File: config.mk
export PLATFORM = sky130hd
export DESIGN_NAME = score_keeper
export DESIGN_NICKNAME = d
export VERILOG_FILES = /design/src/rtl/score_keeper.sv
export SDC_FILE = /design/constraint.sdc
export NUM_CORES = 1
export LEC_CHECK = 0
export ABC_CLOCK_PERIOD_IN_PS = 2900
export BUFFER_PORTS_ARGS = -buffer_cell sky130_fd_sc_hd__buf_4
export CORE_MARGIN = 10
export CORE_UTILIZATION = 42
export DETAILED_ROUTE_END_ITERATION = 8
export PLACE_DENSITY = 0.64
export SETUP_SLACK_MARGIN = 0.15
export SYNTH_ARGS = -nofsm -noshare
export SYNTH_HDL_FRONTEND = slang
export SYNTH_SLANG_ARGS = --single-unit
export TNS_END_PERCENT = 10
File: constraint.sdc
create_clock -name clk -period 2.9 [get_ports clk]
set_clock_uncertainty 0.1 [all_clocks]
set_input_delay 0.435 -clock clk [delete_from_list [all_inputs] [get_ports clk]]
set_output_delay 0.435 -clock clk [all_outputs]
set_load 0.005 [all_outputs]
File: src/rtl/score_keeper.sv
// Snake-game score keeper: packed-BCD score with saturation, high score across games,
// and the display value/enable, with a blinking enable after a new high score.
module score_keeper #(
  parameter int POINTS     = 1,
  parameter int BLINK_HALF = 25000000
) (
  input  logic       clk,
  input  logic       rst_n,
  input  logic       start,
  input  logic       eat,
  input  logic       game_over,
  output logic [7:0] num,
  output logic       enable,
  output logic [7:0] high_score,
  output logic       new_high
);

  localparam int                CNT_W    = (BLINK_HALF > 1) ? $clog2(BLINK_HALF) : 1;
  localparam logic [CNT_W-1:0] CNT_LAST = CNT_W'(BLINK_HALF - 1);
  localparam logic [4:0]       PTS      = 5'(POINTS);

  typedef enum logic [1:0] {IDLE, PLAYING, OVER} state_t;

  state_t           state_q, state_d;
  logic [7:0]       score_q, score_d;
  logic [7:0]       high_q, high_d;
  logic [7:0]       num_q, num_d;
  logic             enable_q, enable_d;
  logic             new_high_q, new_high_d;
  logic [CNT_W-1:0] cnt_q, cnt_d;
  logic             start_q, eat_q, game_over_q;
  logic             start_p, eat_p, over_p;

  // BCD add of POINTS; a carry out of the tens digit pins the score at 99.
  function automatic logic [7:0] bcd_add_sat(input logic [7:0] s);
    logic [4:0] ones_sum;
    logic [4:0] tens_sum;
    logic [3:0] ones;
    ones_sum = {1'b0, s[3:0]} + PTS;
    tens_sum = {1'b0, s[7:4]};
    ones     = ones_sum[3:0];
    if (ones_sum > 5'd9) begin
      ones     = 4'(ones_sum - 5'd10);
      tens_sum = tens_sum + 5'd1;
    end
    if (tens_sum > 5'd9) return 8'h99;
    return {tens_sum[3:0], ones};
  endfunction

  always_comb begin
    start_p    = start & ~start_q;
    eat_p      = eat & ~eat_q;
    over_p     = game_over & ~game_over_q;
    state_d    = state_q;
    score_d    = score_q;
    high_d     = high_q;
    new_high_d = new_high_q;
    enable_d   = 1'b1;
    cnt_d      = '0;
    case (state_q)
      IDLE: begin
        if (start_p) begin
          state_d    = PLAYING;
          score_d    = 8'h00;
          new_high_d = 1'b0;
        end
      end
      PLAYING: begin
        // game_over wins over a same-cycle eat; the compare sees the pre-eat score.
        if (over_p) begin
          state_d = OVER;
          if (score_q > high_q) begin
            high_d     = score_q;
            new_high_d = 1'b1;
          end else begin
            new_high_d = 1'b0;
          end
        end else if (eat_p) begin
          score_d = bcd_add_sat(score_q);
        end
      end
      OVER: begin
        if (start_p) begin
          state_d    = PLAYING;
          score_d    = 8'h00;
          new_high_d = 1'b0;
        end else if (new_high_q) begin
          enable_d = enable_q;
          if (cnt_q == CNT_LAST) begin
            enable_d = ~enable_q;
          end else begin
            cnt_d = cnt_q + CNT_W'(1);
          end
        end
      end
      default: state_d = IDLE;
    endcase
    num_d = (state_d == IDLE) ? high_d : score_d;
  end

  always_ff @(posedge clk or negedge rst_n) begin
    if (!rst_n) begin
      state_q     <= IDLE;
      score_q     <= 8'h00;
      high_q      <= 8'h00;
      num_q       <= 8'h00;
      enable_q    <= 1'b1;
      new_high_q  <= 1'b0;
      cnt_q       <= '0;
      start_q     <= 1'b0;
      eat_q       <= 1'b0;
      game_over_q <= 1'b0;
    end else begin
      state_q     <= state_d;
      score_q     <= score_d;
      high_q      <= high_d;
      num_q       <= num_d;
      enable_q    <= enable_d;
      new_high_q  <= new_high_d;
      cnt_q       <= cnt_d;
      start_q     <= start;
      eat_q       <= eat;
      game_over_q <= game_over;
    end
  end

  assign num        = num_q;
  assign enable     = enable_q;
  assign high_score = high_q;
  assign new_high   = new_high_q;

endmodule
==> results of run 1 <==
-- power groups by stage --
| stage | sequential (mW) | combinational [mW] | clock (mW) |
|---|---|---|---|
| floorplan | 0.869 | 0.262 | 0 |
| global placement | 0.883 | 0.409 | 0 |
| detailed placement | 0.884 | 0.407 | 0 |
| CTS | 0.869 | 0.409 | 0.473 |
| global route | 0.875 | 0.463 | 0.501 |
| finish | 0.869 | 0.418 | 0.463 |
-- cells by family after synthesis --
family	count (synthesis)	share of synthesized area (%)
buffers and inverters	22	2.858
xor gates and xnor gates	28	8.374
AOI/OAI and AO/OA	58	12.80
adders and majority gates	13	5.234
DFF	56	45.13
and+or+nand+nor	131	21.34
muxes	12	4.267
-- state kept, by name (all words and copies together) (netlist names) --
register and count:
cnt_q 25, num 8, enable 1, start_q 1, high_score 8, eat_q 1
new_high 1, state_q 2, score_q 8, game_over_q 1
-- synth_stat cells, types with 2 or more instances --
| library cell | instances |
|---|---|
| o21ai_0 | 14 |
| nand2_1 | 24 |
| xnor2_1 | 7 |
| inv_1 | 15 |
| buf_2 | 2 |
| nor2_1 | 42 |
| and3_1 | 5 |
| a22o_1 | 2 |
| or3_1 | 2 |
| o211ai_1 | 3 |
| and4_1 | 4 |
| a21o_1 | 2 |
| xnor2_2 | 2 |
| nor3b_1 | 2 |
| and2_1 | 2 |
| nor3_1 | 5 |
| clkbuf_1 | 4 |
| ha_1 | 13 |
| mux2_2 | 6 |
| nand2b_1 | 7 |
| or2_2 | 3 |
| nor2b_1 | 3 |
| a2bb2oi_1 | 3 |
| nand3_1 | 17 |
| a221o_1 | 2 |
| nor4_1 | 2 |
| nor4b_1 | 3 |
| xor2_1 | 19 |
| a31oi_1 | 2 |
| mux2i_1 | 5 |
| dfrtp_1 | 55 |
| nand3b_1 | 3 |
| nand4_1 | 3 |
| a21oi_1 | 14 |
-- layout by cell type (no fill, tap or decap), drive strengths merged, types with 3 or more instances in the layout --
master,netlist,routed
a21oi,15,15
mux2,7,7
and4,4,4
nor2,43,43
and3,5,5
nor3,5,5
nor2b,3,3
a2bb2oi,3,3
nand2,24,24
ha,13,13
inv,15,15
o21ai,14,14
nand3b,3,3
o211ai,3,3
buf,3,30
nand2b,7,7
clkbuf,4,6
dfrtp,55,55
nand3,17,17
nor4b,3,3
xor2,19,19
nand4,3,3
or2,3,3
xnor2,9,9
mux2i,5,5
-- layer usage --
layer | GRT usage (%) | part of all wire, % | vias up
met5 | 0 | 0 | -
met4 | 2.998 | 0.98 | 0
met3 | 2.174 | 2.8 | 12
met2 | 22.44 | 50 | 43
met1 | 15.74 | 46 | 1196
li1 | - | - | 1186
-- through the flow --
| stage | setup slack, ns | area [sq um] | power, mW | std cells |
|---|---|---|---|---|
| 2_1_floorplan | 0.2002 | 3108 | 1.131 | 320 |
| 3_3_place_gp | 0.3434 | 3425 | 1.292 | 442 |
| 6_report | 0.2543 | 3533 | 1.750 | 450 |
| 3_5_place_dp | 0.2647 | 3425 | 1.291 | 442 |
| 4_1_cts | 0.2459 | 3522 | 1.751 | 450 |
| 5_1_grt | 0.1151 | 3533 | 1.839 | 450 |
-- path summary, 6_finish.rpt --
kind / from / endpoint / slack [ns] / cells after the start
max in group asynchronous: rst_n / score_q[5]$_DFF_PN0_ / 2.17 / 1
worst max register to register: score_q[1]$_DFF_PN0_ / num[3]$_DFF_PN0_ / 0.25 / 8
min in group clk: eat / eat_q$_DFF_PN0_ / 0.13 / 1
worst min register to register: cnt_q[0]$_DFF_PN0_ / cnt_q[0]$_DFF_PN0_ / 0.44 / 1
worst min-delay path: rst_n / cnt_q[13]$_DFF_PN0_ / 0.05 / 1
worst max-delay path: score_q[1]$_DFF_PN0_ / num[3]$_DFF_PN0_ / 0.25 / 8
-- layout make-up --
class | instances | area, sq um
Tap cell | 99 | 123.9
Inverter | 15 | 56.30
Fill cell | 716 | 3681
Timing Repair Buffer | 30 | 225.2
Clock buffer | 6 | 82.58
Multi-Input combinational cell | 242 | 1628
Sequential cell | 56 | 1403
Clock inverter | 2 | 15.01
==> flow_summary.toml, run 1 <==
[status]
outcome = "finished, final reports clean"

[critical_path]
path_delay_family = "compound AO/OA/AOI/OAI gates"
slowest_stage = "dfrtp_1"
setup_cp_type = "reg2reg"
critical_path_buf_inv_count = 0
critical_path.max_fanout = 7
critPathRequiredTime_ns = 3.01
cp_slowest_stage_delay_ns = 0.46
worstPathArrival_ns = 2.76
critical_path.cell_chain = "ha_1, xnor2_2, ha_1, a221oi_2, a21oi_2, mux2_4, o21ba_1, a311o_1"
setup.worst_path.end_class = "register"
cp_launch_type = "register"
crit_top_cell = "ha_1"

[timing]
final_period_minus_worst_setup_slack_ns = 2.646
hold-worst-slack_ns = 0.05440
timing.setup.tns_ns = 0
fmaxAchievable_mhz = 378.0
rsz0062_at_grt = "yes"
timing.final.max_slew_violations = 0
timing.final.hold_violations = 0
finalCritPeriodShare_pct = 91.23
relSlewSlack_pct = 44.63
count_of_final_setup_violators = 0
worst_slew_pin_slew_ns = 0.8075

[pwr]
total_switching_power_uw = 560.2
pwr-share-comb_pct = 23.9
seq_power_share_pct = 49.7
ir_worst_vdd_mv = 0.3421
power.internal_mw = 1.190
power.switching_fraction_pct = 32.01
pwr-share-clk_pct = 26.5
total_leakage_power_nw = 1.581
cellPowerDensity_nw_per_um2 = 495.3

[logic_synthesis]
synth-edff-count = 0
avgSynthCellArea_sq_um = 9.712
yosysWarnings = 0
seq_total_area_yosys_pct = 45.13
syn-cell-area_sq_um = 3108
async_reset_ff_share_pct = 100.0
synth_top_flop_cell = "dfrtp_1"
postSynthNetCount = 338
ys_types = 57
synth_top_cell_area_share_pct = 44.28
synthCells = 320
total_of_flip_flops_plus_latches_after_synthesis = 56
yosys-top-cells-area = "dfrtp_1 (44%), xor2_1 (5.4%), ha_1 (5.2%), nor2_1 (5.1%), nand2_1 (2.9%)"
synth_area_leader_cell = "dfrtp_1"

[drt]
ant_nets = 0
viasPerCell = 5.416
route.detailed.drc = 0
dr.first_iter.drc_count = 92
drt_pass1_iterations = 5
vias = 2437
wl_per_cell_microns = 15.48
wirelength_mm = 6.967

[floorplan]
die-height_microns = 106.0
floorplan.io_pins = 23
rows = 31
area_of_the_die_sq_um = 11240
initial_core_utilization_pct = 43.08
overall_die_width_microns = 106.0
core_area_sq_um = 7214

[hold_path]
min-delay-path-class = "in2async"

[cells_and_area]
layout-drive-gt1-share_pct = 16.24
num-nets-final = 368
post-route-util_pct = 48.98
antennaDiodeCount = 0
area_growth_syn_to_layout_pct = 13.69

[run]
drv.max_cap_violation_count = 0

[clock_network]
clk_path_buf_depth = 2
cts_sinks = 56
clkLatencyLatePin_ns = 0.31
cts_made_buffers = 5
post_cts_resized = 0
post_cts_buffers = 0
clock_tree.htree_level_count = 2
clock_tree_from_tritoncts = "built"
clk_pin_slew_ns = 0.11
cts.root.buffer_cell = "clkbuf_8"
cts_hold_buf = 0

[grt]
pin_count_of_the_biggest_net_entering_global_routing = 57
grt_pass1_vias = 2485
grt_pass1_wl_mm = 12.04
initial_antenna_violation_count = 0
grt_overflow_total = 0
track_usage_pct = 12.71

[place]
globalplace.congestion = 0.9183
detailed_place_hpwl_mm = 5.089
port_buffers = 22
No activity file was read; power rests on OpenSTA's default activity.
==> run 2: changes to the inputs <==
--- a/config.mk
+++ b/config.mk
@@ -7,11 +7,12 @@
 export LEC_CHECK = 0
 export ABC_CLOCK_PERIOD_IN_PS = 2900
 export BUFFER_PORTS_ARGS = -buffer_cell sky130_fd_sc_hd__buf_4
+export CELL_PAD_IN_SITES_DETAIL_PLACEMENT = 1
+export CELL_PAD_IN_SITES_GLOBAL_PLACEMENT = 2
 export CORE_MARGIN = 10
-export CORE_UTILIZATION = 42
+export CORE_UTILIZATION = 35
 export DETAILED_ROUTE_END_ITERATION = 8
-export PLACE_DENSITY = 0.64
-export SETUP_SLACK_MARGIN = 0.15
+export PLACE_DENSITY = 0.79
 export SYNTH_ARGS = -nofsm -noshare
 export SYNTH_HDL_FRONTEND = slang
 export SYNTH_SLANG_ARGS = --single-unit
==> flow_summary.toml, run 2 (synthesis results as in run 1) <==
[status]
outcome = "finished, final reports clean"

[place]
placedCellCount = 451
globalplace.congestion = 0.7529
detailed_place_hpwl_mm = 5.843
port_buffers = 22

[drt]
dr.first_iter.drc_count = 104
ant_nets = 0
wl_per_cell_microns = 16.94
viasPerCell = 5.248
vias = 2409
route.detailed.drc = 0
wirelength_mm = 7.775
drt_pass1_iterations = 4

[timing]
hold-worst-slack_ns = 0.06270
worst_slew_pin_slew_ns = 0.8330
relSlewSlack_pct = 42.88
timing.final.hold_violations = 0
timing.final.max_slew_violations = 0
count_of_final_setup_violators = 0
rsz0062_at_grt = "no"
final_period_minus_worst_setup_slack_ns = 2.664
timing.setup.tns_ns = 0
finalCritPeriodShare_pct = 91.88
fmaxAchievable_mhz = 375.3

[clock_network]
clock_tree_from_tritoncts = "built"
post_cts_buffers = 0
clock_tree.htree_level_count = 2
cts_hold_buf = 0
cts_sinks = 56
cts_made_buffers = 5
post_cts_resized = 0
cts.root.buffer_cell = "clkbuf_8"
clk_pin_slew_ns = 0.11
clk_path_buf_depth = 2
clkLatencyLatePin_ns = 0.32

[floorplan]
core_area_sq_um = 8678
floorplan.io_pins = 23
area_of_the_die_sq_um = 13050
overall_die_width_microns = 114.2
die-height_microns = 114.2
rows = 34
initial_core_utilization_pct = 35.81

[cells_and_area]
layoutNonFillerInstCount = 459
num-nets-final = 368
multi_input_comb_area_sq_um = 1634
area_growth_syn_to_layout_pct = 14.85
antennaDiodeCount = 0
largest_register_by_flop_count = "cnt_q"
sequential_cell_area_sq_um = 1403
largest_reg_flops = 25
layout_commonest_cell = "dfrtp_1"
fill_count = 1028
layout-drive-gt1-share_pct = 16.24
most-common-layout-cells = "dfrtp_1 (55), nor2_1 (42), buf_4 (30), nand2_1 (24), xor2_1 (19)"

[grt]
grt_pass1_vias = 2536
initial_antenna_violation_count = 0
pin_count_of_the_biggest_net_entering_global_routing = 57
grt_pass1_wl_mm = 13.02
track_usage_pct = 12.30
grt_overflow_total = 0

[critical_path]
critPathRequiredTime_ns = 3.01
critical_path.max_fanout = 7
worstPathArrival_ns = 2.77
cp_launch_type = "register"
slowest_stage = "dfrtp_1"
cp_slowest_stage_delay_ns = 0.45
setup_cp_type = "reg2reg"
setup.worst_path.end_class = "register"
critical_path.cell_chain = "ha_1, xnor2_4, ha_2, a221oi_2, a21oi_2, mux2_4, o21ba_1, a311o_1"

[pwr]
total_leakage_power_nw = 1.597
ir_worst_vdd_mv = 0.3060
cellPowerDensity_nw_per_um2 = 509.8

[run]
drv.max_cap_violation_count = 0

[hold_path]
min-delay-path-class = "in2async"
run 2: changes by cell type in the layout (fill, tap and decap cells not counted), sizes merged:
| cell | change |
|---|---|
| bufinv | +1 |
| clkbuf | -1 |
| clkinv | +2 |
| clkinvlp | -2 |
run 2: stage by stage:
step	util, %	power, mW	area, sq um	worst slack (ns)
after floorplan	-	1.131	3108	0.2002
after global placement	39.59	1.285	3436	0.1719
after detailed placement	39.59	1.297	3436	0.1462
after CTS	40.93	1.834	3552	0.1186
after global routing	41.13	1.932	3570	0.04072
final	41.13	1.820	3570	0.2355
run 2: metal layers:
layer | wire (microns) | GRT usage, % | vias to the layer above
li1 | - | - | 1181
met4 | 117 | 5.013 | 0
met5 | 0 | 0 | -
met1 | 3557 | 15.10 | 1207
met3 | 131 | 2.149 | 5
met2 | 3968 | 20.77 | 16
run 2: cell type report:
cell class / count / area share, %
multi-input combinational: 242 / 45.78
sequential: 56 / 39.29
timing repair buffer: 30 / 6.309
tap: 108 / 3.786
clock buffer: 5 / 1.928
inverter: 15 / 1.577
clock inverter: 3 / 1.332
run 2: power breakdown:
part / internal (mW) / total [mW] / leakage (nW) / switching, mW
logic: 0.167 / 0.411 / 0.787 / 0.244
registers: 0.824 / 0.871 / 0.752 / 0.0473
clock network: 0.261 / 0.538 / 0.0583 / 0.277
run 2: path summary, 6_finish.rpt:
check                                     start                   end  slack, ns  cells past startpoint
setup / recovery           score_q[1]$_DFF_PN0_      num[3]$_DFF_PN0_       0.24                      8
hold / removal                            rst_n    cnt_q[4]$_DFF_PN0_       0.06                      1
setup reg to reg           score_q[1]$_DFF_PN0_      num[3]$_DFF_PN0_       0.24                      8
hold reg to reg             cnt_q[24]$_DFF_PN0_   cnt_q[24]$_DFF_PN0_       0.44                      2
max in group asynchronous                 rst_n  score_q[4]$_DFF_PN0_       2.15                      1
min in group clk                            eat       eat_q$_DFF_PN0_       0.13                      1
run 2: critical path: cells and delay by family, from the launching register on:
kind,cells,cell delay (ns)
compound gates,4,0.81
fa+ha+maj,2,0.60
flops,1,0.45
mux,1,0.35
xor+xnor,1,0.26
